## config.mk

```make
export PLATFORM = sky130hd
export DESIGN_NAME = gfx_bus_master_flat
export DESIGN_NICKNAME = d
export VERILOG_FILES = /design/src/rtl/gfx_bus_master_if.sv /design/src/rtl/gfx_bus_master.sv /design/src/flat_wrapper.sv
export SDC_FILE = /design/constraint.sdc
export NUM_CORES = 1
export LEC_CHECK = 0
export CORE_MARGIN = 2
export CORE_UTILIZATION = 35
export DETAILED_ROUTE_END_ITERATION = 7
export DONT_BUFFER_PORTS = 1
export PLACE_DENSITY = 0.56
export SLEW_MARGIN = 20
export SYNTH_ARGS = -nofsm -noshare
export SYNTH_HDL_FRONTEND = slang
export SYNTH_SLANG_ARGS = --single-unit
```

## constraint.sdc

```tcl
create_clock -name clk -period 3.6 [get_ports clk]
set_input_delay 1.08 -clock clk [delete_from_list [all_inputs] [get_ports clk]]
set_output_delay 1.08 -clock clk [all_outputs]
set_load 0.01 [all_outputs]
```

## src/rtl/gfx_bus_master_if.sv

```systemverilog
// Host request/response and register-bus signal bundle for gfx_bus_master.
// The master modport is the initiator's view; slave is the host/adapter side.
interface gfx_bus_master_if;
   logic       req_valid;
   logic       req_ready;
   logic       req_write;
   logic [3:0] req_rs;
   logic [7:0] req_wdata;
   logic       rsp_valid;
   logic [7:0] rsp_rdata;
   logic       busy;
   logic       bus_phi2;
   logic       bus_cs_n;
   logic [3:0] bus_rs;
   logic       bus_wren;
   logic [7:0] bus_data_o;
   logic       bus_data_oe;
   logic [7:0] bus_data_i;

   modport master (
      input  req_valid, req_write, req_rs, req_wdata, bus_data_i,
      output req_ready, rsp_valid, rsp_rdata, busy,
      output bus_phi2, bus_cs_n, bus_rs, bus_wren, bus_data_o, bus_data_oe
   );

   modport slave (
      output req_valid, req_write, req_rs, req_wdata, bus_data_i,
      input  req_ready, rsp_valid, rsp_rdata, busy,
      input  bus_phi2, bus_cs_n, bus_rs, bus_wren, bus_data_o, bus_data_oe
   );
endinterface

```

## src/rtl/gfx_bus_master.sv

```systemverilog
// Register-bus initiator: queues host read/write requests in a FIFO and replays
// each as a SETUP / phi2-HIGH / HOLD bus cycle with fully registered bus outputs.
module gfx_bus_master #(
   parameter int PHASE_CYCLES = 25,
   parameter int FIFO_DEPTH   = 8
) (
   input  logic              clk,
   input  logic              rst_n,
   gfx_bus_master_if.master  io
);
   localparam int CNT_W = $clog2(PHASE_CYCLES);
   localparam int AW    = $clog2(FIFO_DEPTH);
   localparam int EW    = 13;

   typedef enum logic [1:0] {ST_IDLE, ST_SETUP, ST_HIGH, ST_HOLD} state_t;

   logic [EW-1:0]    r_mem [FIFO_DEPTH];
   logic [AW:0]      r_wr_ptr;
   logic [AW:0]      r_rd_ptr;
   logic             w_full;
   logic             w_empty;
   logic             w_push;
   logic             w_pop;
   logic [EW-1:0]    w_head;

   state_t           r_state;
   state_t           w_state_next;
   logic [CNT_W-1:0] r_cnt;
   logic [CNT_W-1:0] w_cnt_next;
   logic             w_phase_end;
   logic             w_sample;

   logic             r_phi2;
   logic             r_cs_n;
   logic             r_wren;
   logic             r_data_oe;
   logic [3:0]       r_rs;
   logic [7:0]       r_data_o;
   logic             r_rsp_valid;
   logic [7:0]       r_rdata;

   // Extra pointer MSB distinguishes full from empty when the indices match.
   assign w_empty = (r_wr_ptr == r_rd_ptr);
   assign w_full  = (r_wr_ptr[AW] != r_rd_ptr[AW]) &&
                    (r_wr_ptr[AW-1:0] == r_rd_ptr[AW-1:0]);
   assign w_push  = io.req_valid && !w_full;
   assign w_head  = r_mem[r_rd_ptr[AW-1:0]];

   always_ff @(posedge clk) begin
      if (w_push) begin
         r_mem[r_wr_ptr[AW-1:0]] <= {io.req_write, io.req_rs, io.req_wdata};
      end
   end

   always_ff @(posedge clk or negedge rst_n) begin
      if (!rst_n) begin
         r_wr_ptr <= '0;
         r_rd_ptr <= '0;
      end else begin
         if (w_push) r_wr_ptr <= r_wr_ptr + 1'b1;
         if (w_pop)  r_rd_ptr <= r_rd_ptr + 1'b1;
      end
   end

   assign w_phase_end = (r_cnt == CNT_W'(PHASE_CYCLES - 1));
   // r_wren high inside a cycle marks a read; sample on the final HIGH clk.
   assign w_sample    = (r_state == ST_HIGH) && w_phase_end && r_wren;

   always_comb begin
      w_state_next = r_state;
      w_cnt_next   = r_cnt;
      w_pop        = 1'b0;
      case (r_state)
         ST_IDLE: begin
            if (!w_empty) begin
               w_pop        = 1'b1;
               w_state_next = ST_SETUP;
               w_cnt_next   = '0;
            end
         end
         ST_SETUP: begin
            if (w_phase_end) begin
               w_state_next = ST_HIGH;
               w_cnt_next   = '0;
            end else begin
               w_cnt_next   = r_cnt + CNT_W'(1);
            end
         end
         ST_HIGH: begin
            if (w_phase_end) begin
               w_state_next = ST_HOLD;
               w_cnt_next   = '0;
            end else begin
               w_cnt_next   = r_cnt + CNT_W'(1);
            end
         end
         ST_HOLD: begin
            w_cnt_next = '0;
            if (!w_empty) begin
               w_pop        = 1'b1;
               w_state_next = ST_SETUP;
            end else begin
               w_state_next = ST_IDLE;
            end
         end
         default: begin
            w_state_next = ST_IDLE;
            w_cnt_next   = '0;
         end
      endcase
   end

   always_ff @(posedge clk or negedge rst_n) begin
      if (!rst_n) begin
         r_state <= ST_IDLE;
         r_cnt   <= '0;
      end else begin
         r_state <= w_state_next;
         r_cnt   <= w_cnt_next;
      end
   end

   // Bus pins are decoded from the next state so they change with the state flop.
   always_ff @(posedge clk or negedge rst_n) begin
      if (!rst_n) begin
         r_cs_n      <= 1'b1;
         r_phi2      <= 1'b0;
         r_wren      <= 1'b1;
         r_rs        <= '0;
         r_data_o    <= '0;
         r_data_oe   <= 1'b0;
         r_rsp_valid <= 1'b0;
         r_rdata     <= '0;
      end else begin
         r_cs_n      <= (w_state_next == ST_IDLE);
         r_phi2      <= (w_state_next == ST_HIGH);
         r_rsp_valid <= w_sample;
         if (w_sample) r_rdata <= io.bus_data_i;
         if (w_pop) begin
            r_rs      <= w_head[11:8];
            r_wren    <= !w_head[12];
            r_data_oe <= w_head[12];
            r_data_o  <= w_head[12] ? w_head[7:0] : 8'h00;
         end else if (w_state_next == ST_IDLE) begin
            r_wren    <= 1'b1;
            r_data_oe <= 1'b0;
            r_data_o  <= 8'h00;
         end
      end
   end

   assign io.req_ready   = !w_full;
   assign io.rsp_valid   = r_rsp_valid;
   assign io.rsp_rdata   = r_rdata;
   assign io.busy        = !w_empty || (r_state != ST_IDLE);
   assign io.bus_phi2    = r_phi2;
   assign io.bus_cs_n    = r_cs_n;
   assign io.bus_rs      = r_rs;
   assign io.bus_wren    = r_wren;
   assign io.bus_data_o  = r_data_o;
   assign io.bus_data_oe = r_data_oe;
endmodule
```

## src/flat_wrapper.sv

```systemverilog
// flat-port wrapper written by rule: the top's interface ports become plain ports
module gfx_bus_master_flat 
#(
   parameter int PHASE_CYCLES = 25,
   parameter int FIFO_DEPTH   = 8
)
  (clk, rst_n, io_req_valid, io_req_write, io_req_rs, io_req_wdata, io_bus_data_i, io_req_ready, io_rsp_valid, io_rsp_rdata, io_busy, io_bus_phi2, io_bus_cs_n, io_bus_rs, io_bus_wren, io_bus_data_o, io_bus_data_oe);
  gfx_bus_master_if io_i ();
  input  logic clk;
  input  logic rst_n;
  input wire logic [$bits(io_i.req_valid)-1:0] io_req_valid;
  input wire logic [$bits(io_i.req_write)-1:0] io_req_write;
  input wire logic [$bits(io_i.req_rs)-1:0] io_req_rs;
  input wire logic [$bits(io_i.req_wdata)-1:0] io_req_wdata;
  input wire logic [$bits(io_i.bus_data_i)-1:0] io_bus_data_i;
  output wire logic [$bits(io_i.req_ready)-1:0] io_req_ready;
  output wire logic [$bits(io_i.rsp_valid)-1:0] io_rsp_valid;
  output wire logic [$bits(io_i.rsp_rdata)-1:0] io_rsp_rdata;
  output wire logic [$bits(io_i.busy)-1:0] io_busy;
  output wire logic [$bits(io_i.bus_phi2)-1:0] io_bus_phi2;
  output wire logic [$bits(io_i.bus_cs_n)-1:0] io_bus_cs_n;
  output wire logic [$bits(io_i.bus_rs)-1:0] io_bus_rs;
  output wire logic [$bits(io_i.bus_wren)-1:0] io_bus_wren;
  output wire logic [$bits(io_i.bus_data_o)-1:0] io_bus_data_o;
  output wire logic [$bits(io_i.bus_data_oe)-1:0] io_bus_data_oe;
  assign io_i.req_valid = io_req_valid;
  assign io_i.req_write = io_req_write;
  assign io_i.req_rs = io_req_rs;
  assign io_i.req_wdata = io_req_wdata;
  assign io_i.bus_data_i = io_bus_data_i;
  assign io_req_ready = io_i.req_ready;
  assign io_rsp_valid = io_i.rsp_valid;
  assign io_rsp_rdata = io_i.rsp_rdata;
  assign io_busy = io_i.busy;
  assign io_bus_phi2 = io_i.bus_phi2;
  assign io_bus_cs_n = io_i.bus_cs_n;
  assign io_bus_rs = io_i.bus_rs;
  assign io_bus_wren = io_i.bus_wren;
  assign io_bus_data_o = io_i.bus_data_o;
  assign io_bus_data_oe = io_i.bus_data_oe;
  gfx_bus_master #(.PHASE_CYCLES(PHASE_CYCLES), .FIFO_DEPTH(FIFO_DEPTH)) u_core (.clk(clk), .rst_n(rst_n), .io(io_i));
endmodule
```

==> results of run 1 <==
## area by class of cell
cell class,instances,area (um2),share of cell area (%)
clock inverters,13,188,2.78
repair buffers,13,97.6,1.45
multi-input cells,194,1600,23.7
flip-flops and latches,144,4130,61.1
well taps,220,275,4.08
clock buffers,19,433,6.41
inverters,9,33.8,0.500
## per-layer routing
| layer | track usage [%] | vias to the layer above |
|---|---|---|
| met1 | 18.4 | 1591 |
| met4 | 4.79 | 0 |
| met2 | 23.0 | 77 |
| met5 | 0 | - |
| li1 | - | 1416 |
| met3 | 4.79 | 12 |
## registers in the layout, summed over array words and instances, names as in the netlist
name and flops:
u_core.io.rsp_rdata 8, u_core.r_rd_ptr 4, u_core.r_state 2, u_core.io.bus_phi2 1, u_core.io.rsp_valid 1, u_core.io.bus_cs_n 1
u_core.io.bus_data_oe 1, u_core.io.bus_data_o 8, u_core.r_mem 104, u_core.r_cnt 5, u_core.io.bus_rs 4, u_core.io.bus_wren 1
u_core.r_wr_ptr 4
## metrics by stage
stage / util, % / setup slack (ps) / hold WS, ps / power [uW]
floorplan: - / 1030 / 501 / 3590
detailed placement: 37.2 / 888 / 529 / 4020
global route: 41.0 / 330 / 331 / 6130
finish: 41.0 / 447 / 356 / 5810
CTS: 41.0 / 418 / 331 / 5880
global placement: 37.2 / 950 / 519 / 3990
## final timing paths
kind / end / slack (ps) / cells after the start / start
max reg2reg: u_core.r_mem[2][3] / 930 / 5 / u_core.r_rd_ptr[2]
min in group clk: u_core.r_rd_ptr[3] / 540 / 1 / u_core.r_rd_ptr[3]
min reg2reg: u_core.r_rd_ptr[3] / 540 / 1 / u_core.r_rd_ptr[3]
max: io_busy / 450 / 4 / u_core.r_wr_ptr[1]
min: u_core.io.bus_rs[3] / 360 / 0 / rst_n
max in group asynchronous: u_core.io.bus_wren / 3050 / 0 / rst_n
## power breakdown
part           internal (uW)  switching [uW]
Clock                   1160             682
Sequential              2140             242
Combinational            642             935
Total                   3950            1860
## cells in the final DEF (no fill, tap or decap), types with 4 or more instances in the layout
cell and count:
nand3_1 17, a21oi_1 7, xor2_1 5, nand2_1 17, mux4_2 8, nor2_1 14
dfrtp_1 37, bufinv_16 4, a22oi_1 18, o21ai_0 14, edfxtp_1 104, ha_1 9
buf_4 13, clkbuf_16 17, mux2i_1 40, xnor2_1 6, mux2_2 11, inv_1 8
clkinv_4 4
## logic make-up after synthesis
logic type               share of synthesized area [%]
AO/OA/AOI/OAI                                     5.18
XOR/XNOR                                          1.65
adder cells (fa/ha/maj)                           1.93
AND/OR/NAND/NOR                                   6.10
multiplexers                                      12.3
buffers and inverters                             2.27
flip-flops                                        70.6
## worst reg2reg max path, cell delays in order (launching register included)
cell      delay (ps)
dfrtp_1          580
xor2_1           410
or4_1            400
nand3b_1         220
nor2_1           470
buf_4            290
==> results.yml, run 1 <==
clock_tree:
  numCtsBuffers: 17
  post_cts_buffers: 0
  clockRootBuffer: "clkbuf_16"
  h-tree-depth: 4
  clock_latency_ps: 420
  ctsLongestPathBuffers: 2
  cts_resized: 0
  clk_pin_slew_ps: 60
  cts_hold_buf: 0
  cts_sinks: 144
  tritoncts: "yes"
timing:
  final_max_slew_viol_count: 0
  min_period_ps: 3150
  fin_tns_setup_ps: 0
  tightest_slew_ps: 878
  clock_skew_ps: 7.39
  fmax_ghz: 0.317
  rsz0062_at_grt: "false"
  hold_viol_final: 0
  finalCritPeriodShare_pct: 87.6
  slew_headroom_pct: 41.4
  setup_viol: 0
place:
  gp_congestion: 0.731
  place_area_um2: 6130
  dp_hpwl_um: 7510
  place_inst: 580
  port_buffers: 0
finish:
  antenna_cells: 0
  drive_above_1_share_pct: 17.9
  fin_nets: 412
  fin_cells: 612
  final_area_um2: 6750
  area_growth_pct: 15.5
  fill_cells: 1499
route:
  route.detailed.drc: 0
  wl_um: 11900
  dr_wl_met3_um: 621
  top_layer: "met4"
  wl_met2_um: 5840
  wl_met1_um: 5310
  ant_nets: 0
  vias: 3096
  drt_iter0_markers: 215
  wire_per_inst_um: 19.4
  drt-pass1-iter-count: 4
  routed_via_density: 5.06
worst_setup_path:
  endpoint_kind: "output pin"
  worst_ep_arrival_time_ps: 2070
  critPathKind: "register to output pin"
  path_delay_family: "simple AND/OR/NAND/NOR gates"
  critPathSlowestCell: "nor4_4"
  cp.required_ps: 2520
  crit_buf_inv: 1
  slowest_delay_ps: 530
  critPathLaunchType: "register"
  path_max_fanout: 9
  path_cells: "xor2_1 -> nor4_4 -> and2_1 -> inv_1"
synthesis:
  ys_seq_area_share_pct: 70.6
  syn_area_um2: 5850
  synth_cell_types: 44
  synth.top_cells.by_count: "edfxtp_1, mux2i_1, dfrtp_1"
  synthArstFlopShare_pct: 27.8
  syn_inst: 363
  synth_top_area_share_pct: 53.4
  yosys-top-cells-area: "edfxtp_1, dfrtp_1, mux2i_1"
  yosysMostFrequentCell: "edfxtp_1"
  syn_avg_cell_area_um2: 16.1
  syn-num-nets: 396
  yosysTopAreaCell: "edfxtp_1"
  synth_warnings: 0
  synth_edf_count: 104
  ys.flop_type: "edfxtp_1"
  ys_seq_elements: 144
floorplan:
  num_rows: 47
  ios: 51
  core-area_um2: 16500
  die_x_um: 133
  fp.dieArea_um2: 17800
  floorplan.initialDensity_pct: 35.5
  fp.dieH_um: 133
power_and_ir_drop:
  leakagePower_uw: 0.00251
  p_per_area_nw_per_um2: 860
  ir_worst_vdd_uv: 335
global_route:
  grt_max_degree: 48
  grt_pass1_wl_um: 18900
  overflow: 0
  antenna_found_initial: 0
  grtUsageTotal_pct: 14.3
  grt_pass1_vias: 3269
status:
  outcome: "finished clean"
hold_path:
  hold_path.class: "primary input to async pin"
flow_run:
  maxCapViolations: 0
(Power assumes the default switching activity.)
==> inputs of run 2 (changes only) <==
- RECOVER_POWER: default -> 50
==> run 2 against run 1 <==
  * Worst setup slack worse by 61 ps
  * Combinational power barely moved
  * Via count down 0.29%
  * Critical path depth unchanged
  * Largest power group unchanged
  * Wire length about the same
  * Non-clock buffer count unchanged
  * Power hardly changed
  * Core utilization did not move
==> results.yml, run 2 (synthesis results as in run 1) <==
clock_tree:
  numCtsBuffers: 17
  clock_latency_ps: 420
  cts_hold_buf: 0
  clk_pin_slew_ps: 60
  cts_resized: 0
  clockRootBuffer: "clkbuf_16"
  post_cts_buffers: 0
  tritoncts: "yes"
  cts_sinks: 144
  h-tree-depth: 4
  ctsLongestPathBuffers: 2
floorplan:
  floorplan.initialDensity_pct: 35.5
  fp.dieArea_um2: 17800
  fp.dieH_um: 133
  die_x_um: 133
  core-area_um2: 16500
  num_rows: 47
  ios: 51
timing:
  final_max_slew_viol_count: 0
  clock_skew_ps: 7.39
  worst_slack_ps: 386
  setup_viol: 0
  slew_headroom_pct: 41.4
  finalCritPeriodShare_pct: 89.3
  rsz0062_at_grt: "false"
  tightest_slew_ps: 878
  fmax_ghz: 0.311
  fin_tns_setup_ps: 0
  min_period_ps: 3210
  hold_viol_final: 0
route:
  routed_via_density: 5.04
  wl_um: 11900
  vias: 3087
  drt_iter0_markers: 215
  ant_nets: 0
  wire_per_inst_um: 19.4
  drt-pass1-iter-count: 4
  route.detailed.drc: 0
global_route:
  grt_pass1_vias: 3269
  overflow: 0
  grt_max_degree: 48
  grt_pass1_wl_um: 18900
  grtUsageTotal_pct: 14.3
  antenna_found_initial: 0
worst_setup_path:
  cp.required_ps: 2520
  worst_ep_arrival_time_ps: 2130
  crit-reg2reg-capture: "u_core.r_mem[2][3]"
  endpoint_kind: "output pin"
  r2r-start: "u_core.r_rd_ptr[2]"
  rr_worst_depth: 5
  critPathLaunchType: "register"
  critPathCapture: "io_busy"
  critPathKind: "register to output pin"
  path_max_fanout: 9
  startpoint: "u_core.r_wr_ptr[1]"
  timing.reg2reg.setup_slack_ps: 930
power_and_ir_drop:
  p_per_area_nw_per_um2: 860
  ir_worst_vdd_uv: 335
  leakagePower_uw: 0.00251
finish:
  antenna_cells: 0
  drive_above_1_share_pct: 17.9
  mostFrequentLayoutCell: "edfxtp_1"
  fin_nets: 412
  largest_reg_flops: 104
  fill_cells: 1499
  area_growth_pct: 15.5
  final_cell_mix: "edfxtp_1, mux2i_1, dfrtp_1"
  fin_cells: 612
place:
  port_buffers: 0
  place_inst: 580
  pre_cts_slack_ps: 888
  gp_congestion: 0.731
  dp_hpwl_um: 7510
hold_path:
  hold_path.class: "primary input to async pin"
status:
  outcome: "finished clean"
flow_run:
  maxCapViolations: 0
run 2: changes by cell type in the layout (fill, tap and decap cells not counted):
cell    previous run  this run
and2_0             0         1
and2_1             2         1
run 2: per-stage QoR:
step	hold slack (ps)	area (um2)	util, %	power, uW
floorplan	501	5850	-	3590
detailed placement	529	6130	37.2	4020
global placement	519	6130	37.2	3990
global route	331	6750	41.0	6130
finish	356	6750	41.0	5800
CTS	331	6750	41.0	5880
run 2: worst min-delay path by stage:
stage / start / end / slack (ps) / cells past startpoint
floorplan: u_core.r_wr_ptr[3] / u_core.r_wr_ptr[3] / 500 / 1
global placement: u_core.r_wr_ptr[3] / u_core.r_wr_ptr[3] / 520 / 1
detailed placement: u_core.r_rd_ptr[3] / u_core.r_rd_ptr[3] / 530 / 1
CTS: rst_n / u_core.io.bus_rs[0] / 330 / 0
global route: rst_n / u_core.io.bus_rs[3] / 330 / 0
finish: rst_n / u_core.io.bus_rs[3] / 360 / 0
run 2: metal layers:
layer | up-vias | wire length (um) | global-route usage [%]
met5 | - | 0 | 0
met4 | 0 | 125 | 4.79
met3 | 12 | 614 | 4.79
met2 | 73 | 5840 | 23.0
met1 | 1586 | 5310 | 18.4
li1 | 1416 | - | -
run 2: cell type report:
cell class / count / area (um2) / share of cell area [%]
sequential: 144 / 4130 / 61.1
multi-input combinational: 194 / 1600 / 23.7
clock buffer: 19 / 433 / 6.41
tap: 220 / 275 / 4.08
clock inverter: 13 / 188 / 2.78
timing repair buffer: 13 / 97.6 / 1.45
inverter: 9 / 33.8 / 0.500
run 2: critical path, cell delays in order (launching register included):
cell     delay (ps)
dfrtp_1         480
xor2_1          230
nor4_4          530
and2_0          350
inv_1           130
run 2: power by group:
part	switching, uW	total [uW]	internal [uW]
Clock	682	1840	1160
Combinational	934	1580	642
Sequential	242	2380	2140
==> inputs of run 3 (changes only) <==
- CORE_MARGIN: 2 -> default
==> run 3 against run 2 <==
  * Clock skew down 0.84 ps
  * Non-clock buffer count down 2
  * Clock power down 8%
  * Wire length down 5.6%
  * Core utilization up 0.44 points
  * Largest cell class unchanged
  * Via count down 3.1%
  * Critical path depth unchanged
  * Combinational power about the same
  * Sequential power about the same
  * Sequential share of layout area up 0.66 points
  * Critical path type unchanged
  * Global-route usage down 0.36 points
==> results.yml, run 3 (synthesis results as in run 1) <==
status:
  outcome: "finished clean"
timing:
  slew_headroom_pct: 44.3
  hold_viol_final: 0
  min_period_ps: 3230
  final_max_slew_viol_count: 0
  clock_skew_ps: 6.56
  fin_tns_setup_ps: 0
  fmax_ghz: 0.310
  rsz0062_at_grt: "false"
  hold_ws_ps: 355
  tightest_slew_ps: 834
  setup_viol: 0
  finalCritPeriodShare_pct: 89.6
floorplan:
  die_x_um: 131
  fp.dieArea_um2: 17200
  num_rows: 46
  core-area_um2: 16100
  fp.dieH_um: 131
  floorplan.initialDensity_pct: 36.3
  ios: 51
place:
  place_inst: 574
  dp_hpwl_um: 7210
  port_buffers: 0
  gp_congestion: 0.815
global_route:
  antenna_found_initial: 0
  grt_max_degree: 48
  grt_pass1_vias: 3081
  grtUsageTotal_pct: 14.0
  overflow: 0
  grt_pass1_wl_um: 17600
clock_tree:
  h-tree-depth: 4
  clock_latency_ps: 420
  tritoncts: "yes"
  numCtsBuffers: 17
  clk_pin_slew_ps: 60
  ctsLongestPathBuffers: 2
  cts_resized: 0
  cts_sinks: 144
  post_cts_buffers: 0
  clockRootBuffer: "clkbuf_16"
  cts_hold_buf: 0
finish:
  largest_reg_flops: 104
  fin_nets: 410
  area_growth_pct: 14.3
  antenna_cells: 0
  final_cell_mix: "edfxtp_1, mux2i_1, dfrtp_1"
  fin_cells: 606
  drive_above_1_share_pct: 16.7
  mostFrequentLayoutCell: "edfxtp_1"
worst_setup_path:
  cp.required_ps: 2520
  rr_worst_depth: 5
  worst_ep_arrival_time_ps: 2150
  endpoint_kind: "output pin"
  critPathLaunchType: "register"
  crit-reg2reg-capture: "u_core.r_rd_ptr[1]"
  path_max_fanout: 10
  r2r-start: "u_core.r_state[1]"
  timing.reg2reg.setup_slack_ps: 1090
  critPathKind: "register to output pin"
route:
  route.detailed.drc: 0
  vias: 2990
  wire_per_inst_um: 18.5
  drt-pass1-iter-count: 4
  drt_iter0_markers: 181
  wl_um: 11200
  ant_nets: 0
  routed_via_density: 4.93
power_and_ir_drop:
  p_per_area_nw_per_um2: 845
  leakagePower_uw: 0.00248
  ir_worst_vdd_uv: 470
flow_run:
  maxCapViolations: 0
hold_path:
  hold_path.class: "primary input to async pin"
==> run 3: final cells by class <==
cell class | instances | area, um2
fill | 1450 | 9440
sequential | 144 | 4130
multi-input combinational | 194 | 1590
clock buffer | 23 | 468
tap | 216 | 270
clock inverter | 9 | 108
timing repair buffer | 11 | 82.6
inverter | 9 | 33.8
==> run 3: worst max path at each step <==
stage / startpoint / to / slack, ps / cells after the start
global placement: u_core.r_rd_ptr[2] / io_busy / 940 / 4
finish: u_core.r_rd_ptr[2] / io_busy / 370 / 4
floorplan: u_core.r_rd_ptr[2] / u_core.r_mem[0][0] / 1030 / 6
CTS: u_core.r_rd_ptr[2] / io_busy / 400 / 4
detailed placement: u_core.r_rd_ptr[2] / io_busy / 880 / 4
global route: u_core.r_rd_ptr[2] / io_busy / 210 / 4
==> run 3: power breakdown <==
group | switching (uW) | total (uW) | internal [uW]
Clock | 643 | 1700 | 1060
Combinational | 920 | 1560 | 637
Sequential | 244 | 2390 | 2140
==> run 3: worst max-delay path, stage by stage, from the launching register on <==
cell     delay (ps)
dfrtp_1         600
xor2_1          210
nor4_4          430
and2_0          350
inv_1           130
==> run 3: stage by stage <==
step	utilization (%)	cell area [um2]	worst slack [ps]	power (uW)
finish	41.5	6680	373	5640
global route	41.5	6680	214	5960
CTS	41.5	6690	402	5730
detailed placement	37.9	6110	876	4010
global placement	37.9	6110	937	3980
floorplan	-	5850	1030	3590
==> run 3: routing by layer <==
layer	routed length (um)	vias up	GRT usage, %
li1	-	1420	-
met1	5270	1495	18.0
met2	5340	64	21.8
met3	453	11	4.40
met4	156	0	5.75
met5	0	-	0
